`config.mk`:
```
export PLATFORM = sky130hd
export DESIGN_NAME = dram_arbiter
export DESIGN_NICKNAME = d
export VERILOG_FILES = /design/src/rtl/dram_arbiter.sv
export SDC_FILE = /design/constraint.sdc
export NUM_CORES = 1
export LEC_CHECK = 0
export CORE_AREA = 2 2 130 132
export DETAILED_ROUTE_END_ITERATION = 7
export DIE_AREA = 0 0 132 134
export DONT_BUFFER_PORTS = 1
export GPL_TIMING_DRIVEN = 0
export HOLD_SLACK_MARGIN = 0.05
export PLACE_DENSITY = 0.34
export SYNTH_ARGS = -nofsm -noshare
export SYNTH_HDL_FRONTEND = slang
export SYNTH_SLANG_ARGS = --single-unit
```
`constraint.sdc`:
```
create_clock -name clk -period 3.6 [get_ports clk]
set_clock_uncertainty 0.2 [all_clocks]
set_input_delay 1.08 -clock clk [delete_from_list [all_inputs] [get_ports clk]]
set_output_delay 1.08 -clock clk [all_outputs]
set_load 0.03 [all_outputs]
```
`src/rtl/dram_arbiter.sv`:
```
// rtl/dram_arbiter.sv - two-master round-robin arbiter with locked bursts for the data RAM port
module dram_arbiter #(
  parameter int AW        = 32,
  parameter int DW        = 32,
  parameter int MAX_BURST = 4,
  parameter int CW        = 16
) (
  input  logic          clk,
  input  logic          reset,
  input  logic          m0_req,
  input  logic          m0_lock,
  input  logic [AW-1:0] m0_addr,
  input  logic          m0_we,
  input  logic [DW-1:0] m0_wdata,
  output logic [DW-1:0] m0_rdata,
  output logic          m0_ack,
  input  logic          m1_req,
  input  logic          m1_lock,
  input  logic [AW-1:0] m1_addr,
  input  logic          m1_we,
  input  logic [DW-1:0] m1_wdata,
  output logic [DW-1:0] m1_rdata,
  output logic          m1_ack,
  output logic [AW-1:0] mem_addr,
  output logic          mem_we,
  output logic [DW-1:0] mem_wdata,
  input  logic [DW-1:0] mem_rdata,
  output logic          owner,
  output logic          busy,
  output logic [CW-1:0] cnt0,
  output logic [CW-1:0] cnt1
);

  localparam int BW = $clog2(MAX_BURST + 1);

  typedef enum logic [1:0] {IDLE, HOLD0, HOLD1} state_t;

  state_t        st, st_nxt;
  logic          last, last_nxt;
  logic [BW-1:0] bcnt, bcnt_nxt;
  logic          rr_last;
  logic          gnt0, gnt1, cont;
  logic          g0, g1;

  always_ff @(posedge clk or negedge reset) begin
    if (!reset) begin
      st   <= IDLE;
      last <= 1'b1;
      bcnt <= '0;
    end else begin
      st   <= st_nxt;
      last <= last_nxt;
      bcnt <= bcnt_nxt;
    end
  end

  always_comb begin
    rr_last  = last;
    gnt0     = 1'b0;
    gnt1     = 1'b0;
    cont     = 1'b0;
    st_nxt   = IDLE;
    bcnt_nxt = '0;
    last_nxt = last;
    // a burst holder keeps the port until it drops req or hits MAX_BURST
    case (st)
      HOLD0: begin
        rr_last = 1'b0;
        if (m0_req && bcnt < BW'(MAX_BURST)) begin
          gnt0 = 1'b1;
          cont = 1'b1;
        end
      end
      HOLD1: begin
        rr_last = 1'b1;
        if (m1_req && bcnt < BW'(MAX_BURST)) begin
          gnt1 = 1'b1;
          cont = 1'b1;
        end
      end
      default: ;
    endcase
    if (!gnt0 && !gnt1) begin
      if (m0_req && m1_req) begin
        gnt0 = rr_last;
        gnt1 = !rr_last;
      end else begin
        gnt0 = m0_req;
        gnt1 = m1_req;
      end
    end
    g0 = gnt0 & reset;
    g1 = gnt1 & reset;
    if (g0 || g1) begin
      last_nxt = g1;
      if (g0 ? m0_lock : m1_lock) begin
        st_nxt   = g1 ? HOLD1 : HOLD0;
        bcnt_nxt = cont ? bcnt + BW'(1) : BW'(1);
      end
    end
  end

  always_comb begin
    mem_addr  = '0;
    mem_we    = 1'b0;
    mem_wdata = '0;
    if (g0) begin
      mem_addr  = m0_addr;
      mem_we    = m0_we;
      mem_wdata = m0_wdata;
    end else if (g1) begin
      mem_addr  = m1_addr;
      mem_we    = m1_we;
      mem_wdata = m1_wdata;
    end
  end

  assign m0_ack   = g0;
  assign m1_ack   = g1;
  assign busy     = g0 | g1;
  assign owner    = g1;
  assign m0_rdata = mem_rdata;
  assign m1_rdata = mem_rdata;

  always_ff @(posedge clk or negedge reset) begin
    if (!reset) begin
      cnt0 <= '0;
      cnt1 <= '0;
    end else begin
      if (g0 && cnt0 != '1) cnt0 <= cnt0 + CW'(1);
      if (g1 && cnt1 != '1) cnt1 <= cnt1 + CW'(1);
    end
  end

endmodule

```
==> results of run 1 <==
-- power breakdown --
group          internal (mW)  switching [mW]
clock network          0.314           0.180
logic                  0.282           0.423
registers              0.492           0.229
total                   1.09           0.832
-- Yosys cell counts, drive strengths merged, types with 2 or more instances --
cell type  number
nand4           9
mux2           10
ha              5
and3            3
a22o           65
nand2          23
nand2b          3
o21ai           5
or3             2
nor3            4
buf            73
clkbuf          7
a21oi           3
dfrtp          37
xnor2          13
nand3          13
inv             6
nor4b           3
nor2           15
xor2           11
nor4            6
-- routing by layer --
metal / share of wire [%] / up-vias / GRT usage (%)
met5: 0 / - / 0
met2: 53 / 153 / 27.7
met3: 10 / 15 / 6.39
li1: - / 1190 / -
met4: 2.0 / 0 / 4.11
met1: 35 / 1253 / 16.3
-- flip-flops by register name (all words and copies together) (netlist names) --
register / cells
bcnt: 3
cnt0: 16
cnt1: 16
last: 1
st: 2
-- cell families after synthesis --
logic type	Yosys count	synth area share [%]
AOI/OAI and AO/OA	80	21.9
xor gates and xnor gates	24	6.69
adders and majority gates	5	1.99
buffers and inverters	86	18.7
DFF	38	30.3
muxes	10	3.70
and+or+nand+nor	89	16.7
-- per-stage QoR --
stage / utilization, % / TNS, ns / area (um2)
2_1_floorplan: - / 0 / 3150
4_1_cts: 25.9 / -11.72 / 4210
3_5_place_dp: 21.0 / -35.13 / 3420
5_1_grt: 26.4 / -12.57 / 4300
6_report: 26.4 / -5.45 / 4300
3_3_place_gp: 21.0 / -32.74 / 3420
-- timing repair --
item,in CTS,in global routing
cloned,1,0
endpoints found under the setup margin,69,67
pin swaps,13,3
buffers inserted,4,3
gates resized for setup,151,11
-- final timing paths --
check / from / end / depth (start not counted)
max in group asynchronous: reset / last / 0
min in group asynchronous: reset / cnt1[5] / 0
worst min register to register: bcnt[0] / bcnt[0] / 1
worst max-delay path: st[1] / mem_addr[20] / 7
worst min-delay path: bcnt[0] / bcnt[0] / 1
worst max register to register: st[1] / cnt0[13] / 8
-- final cells by class --
cell class / instances / area share, %
multi-input cells: 208 / 50.2
inverters: 6 / 0.640
clock buffers: 8 / 3.87
plain buffers: 79 / 14.8
repair buffers: 8 / 1.86
well taps: 220 / 6.40
flip-flops and latches: 38 / 22.2
==> run metrics, run 1 <==
Setup Slack @ Placement=-0.749 ns; Routed WL per cell=25.5 um; crit-path most repeated cell=buf_12; hold-fix buffers at CTS=0; worst-path cell chain=ha_4 > mux2_4 > a2111oi_4 > nor2_4 > buf_12 > buf_12 > a22o_4; Vias/cell=4.60; critical path class=register to output pin; commonest non-fill, non-tap cell in the layout=buf_4; Max IR drop VDD=0.149 mV; die area=17700 um2; Core Area=16300 um2; ys flop type=dfrtp_1; RSZ-0062 raised after global routing=yes; syn nets=505; Mapped Cells=332; Antenna Cells=0; fin nets=519; clk_lat worst skew=0.28 ns; failing checks=setup timing; IO Count=333; final worst slack=-0.121 ns; CTS buffer count=5; Final ANT Viol Nets=0; Post-DP HPWL=11900 um; WHS=0.259 ns; required time of the critical path=2.32 ns; initial antenna violation count=0; global router's overall resource usage=15.3%; sequential share of the synthesized area=30.3%; number of synthesized flops with an enable pin=0; Sequential Area=952 um2; worst slew pin tran=0.695 ns; clk slew on worst S/H paths=0.06 ns; crit-path leading delay family=compound AO/OA/AOI/OAI gates; via count=2611; root buffer cell=clkbuf_16; Post-Layout Cell Count=567; Final Hold Fails=0; total grt overflow=0; CTS tree=done; DIE WIDTH=132 um; final setup vio count=65; leakage=1.93 nW; H-tree levels=2; Worst setup EP type=output pin; 1st-pass router iterations=4; total wire length=14400 um; CP peak stage delay=0.41 ns; I/O Buffers=0; post-synthesis cell area=3140 um2; synthesized flop and latch total=38; startpoint types=register; Layout fillers=1753; row count=47; multi-input logic area=2160 um2; outcome=finished, violations left; largest net degree at the start of global routing=41; RD Place Congestion=0.814; arrival time at the worst endpoint=2.44 ns; MaxCap Viol Count=0; power density over the cells=447 nW/um2; fin crit share=103%; layout cells sized above 1=52.7%; residual DRC count=0; fmax=0.269 GHz; vias in the first global route=2652; synthesized area per cell=9.47 um2; Initial Util=19.3%; placed insts=552; clk sinks=38; Pins Over Slew Limit=0; 1st-iter DRT viols=67; number of buffers and inverters on the critical path=2; area grow syn2layout=36.7%; final worst path period need=3.72 ns; most frequent cells in the layout=75 x buf_4, 58 x a22o_4, 37 x dfrtp_1, 23 x nand2_1, 14 x nor2_1; Yosys cell types=47; Yosys top cell by area=dfrtp_1; Tightest Hold Check Type=register to register; warnings from Yosys=0; ranking of synthesized cells by area=dfrtp_1 29%, a22o_1 18%, buf_4 16%; maximum net fanout on the critical path=10; Yosys top cell area share=29.4%; total power=1.92 mW; tightest slew margin relative to the limit=53.2%; r2r setup slk=0.81 ns; FFs w/ async S/R, synth=100%; Die Y=134 um; CTS max path bufs=2; global-route wire length before repair=19700 um; Critical-path top delay cell=dfrtp_1
Note: power is estimated with default switching activity, not from simulation.
==> run 2: changes to the inputs <==
CTS_BUF_LIST = sky130_fd_sc_hd__clkbuf_16   (was unset)
MAX_ROUTING_LAYER = met4   (was unset)
==> run 2 against run 1 <==
  * The run still ends with setup timing left
  * Combinational power about the same
  * Routed wire length decreased by 0.23%
  * Clock power decreased by 14%
  * Critical path depth unchanged
  * Register-to-register slack about the same
  * Power decreased by 3.5%
  * First-iteration DRC count increased by 69%
  * Count of clock-buffer cells in the layout decreased by 3
  * Critical endpoint unchanged
  * Highest routed layer unchanged
==> run metrics, run 2 (synthesized netlist as in run 1, its figures left out) <==
Tightest Hold Check Type=register to register (unchanged); vias in the first global route=2634 (was 2652); setup_tns=-5.68 ns (was -5.45 ns); most frequent cells in the layout=76 x buf_4, 61 x a22o_4, 37 x dfrtp_1, 23 x nand2_1, 14 x nor2_1 (was 75 x buf_4, 58 x a22o_4, 37 x dfrtp_1, 23 x nand2_1, 14 x nor2_1); Cell Int Power=1.03 mW (was 1.09 mW); Worst R2R Start=st[1] (unchanged); DIE WIDTH=132 um (unchanged); Post-DP HPWL=11900 um (unchanged); row count=47 (unchanged); residual DRC count=0 (unchanged); Core Area=16300 um2 (unchanged); MaxCap Viol Count=0 (unchanged); fin crit share=103% (about the same); fin nets=519 (unchanged); Final ANT Viol Nets=0 (unchanged); sequential group share of total power=38.9% (was 37.5%); Post-Place Cell Area=3420 um2 (unchanged); total wire length=14400 um (about the same); tightest slew margin relative to the limit=53.0% (was 53.2%); largest net degree at the start of global routing=41 (unchanged); combinational power share=38.2% (was 36.7%); via count=2594 (was 2611); Die Y=134 um (unchanged); Final Hold Fails=0 (unchanged); clk slew on worst S/H paths=0.06 ns (about the same); critical path class=register to output pin (unchanged); Vias/cell=4.57 (was 4.60); required time of the critical path=2.32 ns (about the same); I/O Buffers=0 (unchanged); arrival time at the worst endpoint=2.44 ns (about the same); biggest regs=cnt0 x16, cnt1 x16, bcnt x3 (unchanged); design area=4290 um2 (was 4300 um2); switching share of power=44.7% (was 43.3%); Worst setup EP type=output pin (unchanged); CTS tree=done (unchanged); RSZ-0062 raised after global routing=yes (unchanged); global router's overall resource usage=15.7% (was 15.3%); die area=17700 um2 (unchanged); power density over the cells=432 nW/um2 (was 447 nW/um2); Layout fillers=1751 (was 1753); Max IR drop VDD=0.148 mV (was 0.149 mV); commonest non-fill, non-tap cell in the layout=buf_4 (unchanged); placed insts=552 (unchanged); outcome=finished, violations left (unchanged); clk_lat worst skew=0.28 ns (about the same); IO Count=333 (unchanged); total grt overflow=0 (unchanged); Hold EP=bcnt[0] (unchanged); Pins Over Slew Limit=0 (unchanged); r2r setup slk=0.81 ns (about the same); reported net switching power=0.828 mW (was 0.832 mW); final worst path period need=3.72 ns (about the same); initial antenna violation count=0 (unchanged); RD Place Congestion=0.829 (was 0.814); fmax=0.269 GHz (about the same); CTS buffer count=5 (unchanged); Initial Util=19.3% (unchanged); final worst slack=-0.123 ns (was -0.121 ns); startpoint types=register (unchanged); 1st-pass router iterations=4 (unchanged); RR Endpoint=cnt0[13] (unchanged); CTS max path bufs=2 (unchanged); global-route wire length before repair=19600 um (was 19700 um); hold path cells=1 (unchanged); 1st-iter DRT viols=113 (was 67); clk sinks=38 (unchanged); part of the power in the clock network=22.9% (was 25.7%); Antenna Cells=0 (unchanged); Routed WL per cell=25.4 um (was 25.5 um); leakage=1.93 nW (about the same); worst slew pin tran=0.698 ns (was 0.695 ns); area grow syn2layout=36.3% (was 36.7%); final setup vio count=65 (unchanged); reg2reg path depth=8 (unchanged); failing checks=setup timing (unchanged); Hold Startpoint=bcnt[0] (unchanged); maximum net fanout on the critical path=10 (unchanged); Post-Layout Cell Count=567 (unchanged); H-tree levels=2 (unchanged); layout cells sized above 1=51.9% (was 52.7%); root buffer cell=clkbuf_16 (unchanged)
==> run 2: critical path, cell delays in order, from the launching register on <==
cell and delay, ns:
dfrtp_1 0.41, ha_4 0.30, mux2_4 0.31, a2111oi_4 0.39, nor2_4 0.13, buf_12 0.17
buf_12 0.14, a22o_4 0.30
==> run 2: final cells by class <==
class                   instances  area, um2  share of cell area, %
plain buffers                  79        634                   14.8
well taps                     220        275                   6.42
flip-flops and latches         38        952                   22.2
clock buffers                   5        125                   2.92
multi-input cells             208       2180                   50.9
inverters                       6       27.5                  0.642
clock inverters                 3       11.3                  0.263
repair buffers                  8       80.1                   1.87
==> run 2: stage by stage <==
step | total power, mW | worst slack (ns) | hold slack (ns) | utilization (%)
2_1_floorplan | 1.20 | 0.0139 | 0.227 | -
3_3_place_gp | 1.31 | -0.702 | 0.240 | 21.0
3_5_place_dp | 1.32 | -0.749 | 0.254 | 21.0
4_1_cts | 1.86 | -0.221 | 0.262 | 25.6
5_1_grt | 1.94 | -0.227 | 0.270 | 26.3
6_report | 1.85 | -0.123 | 0.258 | 26.3
==> run 2: layer usage <==
metal  GRT usage (%)  up-vias  share of wire [%]
met3            4.91       14                8.6
li1                -     1189                  -
met4            3.26        0                1.8
met5               -        -                  0
met2            28.1      154                 53
met1            17.2     1237                 37
==> run 2: power groups by stage <==
stage / logic (mW) / registers, mW / clock network [mW]
2_1_floorplan: 0.507 / 0.697 / 0
3_3_place_gp: 0.584 / 0.729 / 0
3_5_place_dp: 0.590 / 0.730 / 0
4_1_cts: 0.696 / 0.723 / 0.445
5_1_grt: 0.748 / 0.732 / 0.463
6_report: 0.707 / 0.721 / 0.425
==> run 2: how the worst max path moves through the flow <==
stage                          endpoint  slack [ns]  cells past startpoint   start
after floorplan             mem_addr[0]        0.01                      6  m1_req
after global placement      mem_addr[1]       -0.70                      6   reset
after detailed placement    mem_addr[1]       -0.75                      6   reset
after CTS                 mem_wdata[30]       -0.22                      7   st[1]
after global routing       mem_addr[20]       -0.23                      7   st[1]
final                      mem_addr[20]       -0.12                      7   st[1]
==> run 2: what timing repair did <==
action / in CTS / in global routing
setup buffers: 4 / 3
gates resized for setup: 148 / 17
endpoints found under the setup margin: 69 / 67
hold buffers: 0 / 0
cloned: 1 / 0
pin swaps: 13 / 3
==> run 3: changes to the inputs <==
PLACE_DENSITY = unset   (was 0.34)
SETUP_SLACK_MARGIN = 0.5   (was unset)
clock period = 4.15 ns   (was 3.6 ns; I/O delays follow)
==> run 3 against run 2 <==
  * The run now ends clean
  * Cell count is 1.6% higher
  * Critical path type unchanged
  * Core utilization is 1.0 points higher
  * Non-clock buffer count is 9 higher
  * First-iteration DRC count is 24% lower
  * Design area is 3.8% higher
==> run metrics, run 3 (synthesized netlist as in run 1, its figures left out) <==
Die Y=134 um (unchanged); required time of the critical path=2.70 ns (was 2.32 ns); global-route wire length before repair=19100 um (was 19600 um); startpoint types=register (unchanged); Critical-path top delay cell=dfrtp_1 (unchanged); global router's overall resource usage=15.1% (was 15.7%); via count=2731 (was 2594); part of the power in the clock network=22.3% (was 22.9%); Routed WL per cell=24.2 um (was 25.4 um); Post-Layout Cell Count=576 (was 567); critical path capture point=mem_addr[17] (was mem_addr[20]); most frequent cells in the layout=77 x buf_4, 62 x a22o_4, 37 x dfrtp_1, 23 x nand2_1, 14 x nor2_1 (was 76 x buf_4, 61 x a22o_4, 37 x dfrtp_1, 23 x nand2_1, 14 x nor2_1); vias in the first global route=2743 (was 2634); power density over the cells=363 nW/um2 (was 432 nW/um2); worst slew pin tran=0.637 ns (was 0.698 ns); leakage=2.02 nW (was 1.93 nW); die area=17700 um2 (unchanged); row count=47 (unchanged); Cell Int Power=0.907 mW (was 1.03 mW); clk sinks=38 (unchanged); reg2reg path depth=9 (was 8); residual DRC count=0 (unchanged); final worst slack=0.254 ns (was -0.123 ns); final setup vio count=0 (was 65); Vias/cell=4.74 (was 4.57); WHS=0.261 ns (was 0.258 ns); commonest non-fill, non-tap cell in the layout=buf_4 (unchanged); Worst setup EP type=output pin (unchanged); CTS max path bufs=2 (unchanged); Setup Slack @ Placement=-0.101 ns (was -0.749 ns); I/O Buffers=0 (unchanged); final worst path period need=3.90 ns; Pins Over Slew Limit=0 (unchanged); root buffer cell=clkbuf_16 (unchanged); RD Place Congestion=0.885 (was 0.829); IO Count=333 (unchanged); fin crit share=93.9%; clk slew on worst S/H paths=0.06 ns (about the same); area grow syn2layout=41.5% (was 36.3%); critical path class=register to output pin (unchanged); RSZ-0062 raised after global routing=yes (unchanged); sequential group share of total power=38.6% (was 38.9%); Initial Util=19.3% (unchanged); Critical path origin=st[1] (unchanged); biggest regs=cnt0 x16, cnt1 x16, bcnt x3 (unchanged); Layout Utilization=27.3% (was 26.3%); fmax=0.257 GHz; Final ANT Viol Nets=0 (unchanged); CP peak stage delay=0.41 ns (about the same); initial antenna violation count=0 (unchanged); CTS buffer count=5 (unchanged); Antenna Cells=0 (unchanged); RR Endpoint=cnt0[11] (was cnt0[13]); crit-path most repeated cell=buf_12 (unchanged); Post-DP HPWL=11500 um (was 11900 um); largest net degree at the start of global routing=41 (unchanged); Tightest Hold Check Type=register to register (unchanged); outcome=complete, no violations (was finished, violations left); clk_lat worst skew=0.28 ns (about the same); MaxCap Viol Count=0 (unchanged); maximum net fanout on the critical path=10 (unchanged); 1st-iter DRT viols=86 (was 113); Post-Place Cell Area=3980 um2 (was 3420 um2); worst-path cell chain=ha_4 > mux2_4 > a2111oi_4 > nor2_4 > buf_12 > buf_12 > a22o_4 (unchanged); design area=4450 um2 (was 4290 um2); layout cells sized above 1=53.9% (was 51.9%); switching share of power=43.8% (was 44.7%); H-tree levels=2 (unchanged); placed insts=552 (unchanged); Core Area=16300 um2 (unchanged); reported net switching power=0.708 mW (was 0.828 mW); combinational power share=39.1% (was 38.2%); total wire length=13900 um (was 14400 um); setup_tns=0 ns (was -5.68 ns); Worst R2R Start=st[1] (unchanged); Max IR drop VDD=0.133 mV (was 0.148 mV); total power=1.62 mW (was 1.85 mW); tightest slew margin relative to the limit=57.2% (was 53.0%); fin nets=528 (was 519); DIE WIDTH=132 um (unchanged); arrival time at the worst endpoint=2.45 ns (was 2.44 ns); Final Hold Fails=0 (unchanged); CTS tree=done (unchanged); 1st-pass router iterations=4 (unchanged); r2r setup slk=1.44 ns (was 0.81 ns); total grt overflow=0 (unchanged)
run 3: per-layer routing:
metal	vias to the layer above	part of all wire (%)	track usage (%)
li1	1205	-	-
met1	1348	31	14.3
met2	166	55	26.9
met3	12	13	7.48
met4	0	1.6	4.41
met5	-	0	-
run 3: critical path, delay by kind of cell (launching register included):
family,cells,cell delay (ns)
AO/OA/AOI/OAI,2,0.69
flip-flops,1,0.41
multiplexers,1,0.32
buffers and inverters,2,0.30
adder cells (fa/ha/maj),1,0.30
AND/OR/NAND/NOR,1,0.14
run 3: worst min-delay path by stage:
stage,to,startpoint,cells past startpoint
2_1_floorplan,bcnt[0],bcnt[0],1
3_3_place_gp,bcnt[0],bcnt[0],1
3_5_place_dp,bcnt[0],bcnt[0],1
4_1_cts,bcnt[0],bcnt[0],1
5_1_grt,bcnt[0],bcnt[0],1
6_report,bcnt[0],bcnt[0],1
run 3: what timing repair did:
action,CTS,global route
buffers inserted,12,2
gates cloned,2,0
pin swaps,6,10
gates resized for setup,32,8
setup endpoints to repair,69,68
hold buffers,0,0
run 3: power by group through the flow:
stage          Sequential, mW  Clock (mW)  Combinational [mW]
6_report                0.624       0.360               0.631
5_1_grt                 0.633       0.386               0.665
4_1_cts                 0.624       0.371               0.630
3_5_place_dp            0.631           0               0.581
3_3_place_gp            0.627           0               0.573
2_1_floorplan           0.605           0               0.515
run 3: area by class of cell:
type / count / area, um2
inverters: 6 / 42.5
multi-input cells: 208 / 2190
clock inverters: 3 / 11.3
plain buffers: 80 / 701
fillers: 1709 / 11800
well taps: 220 / 275
flip-flops and latches: 38 / 952
repair buffers: 16 / 151
clock buffers: 5 / 125
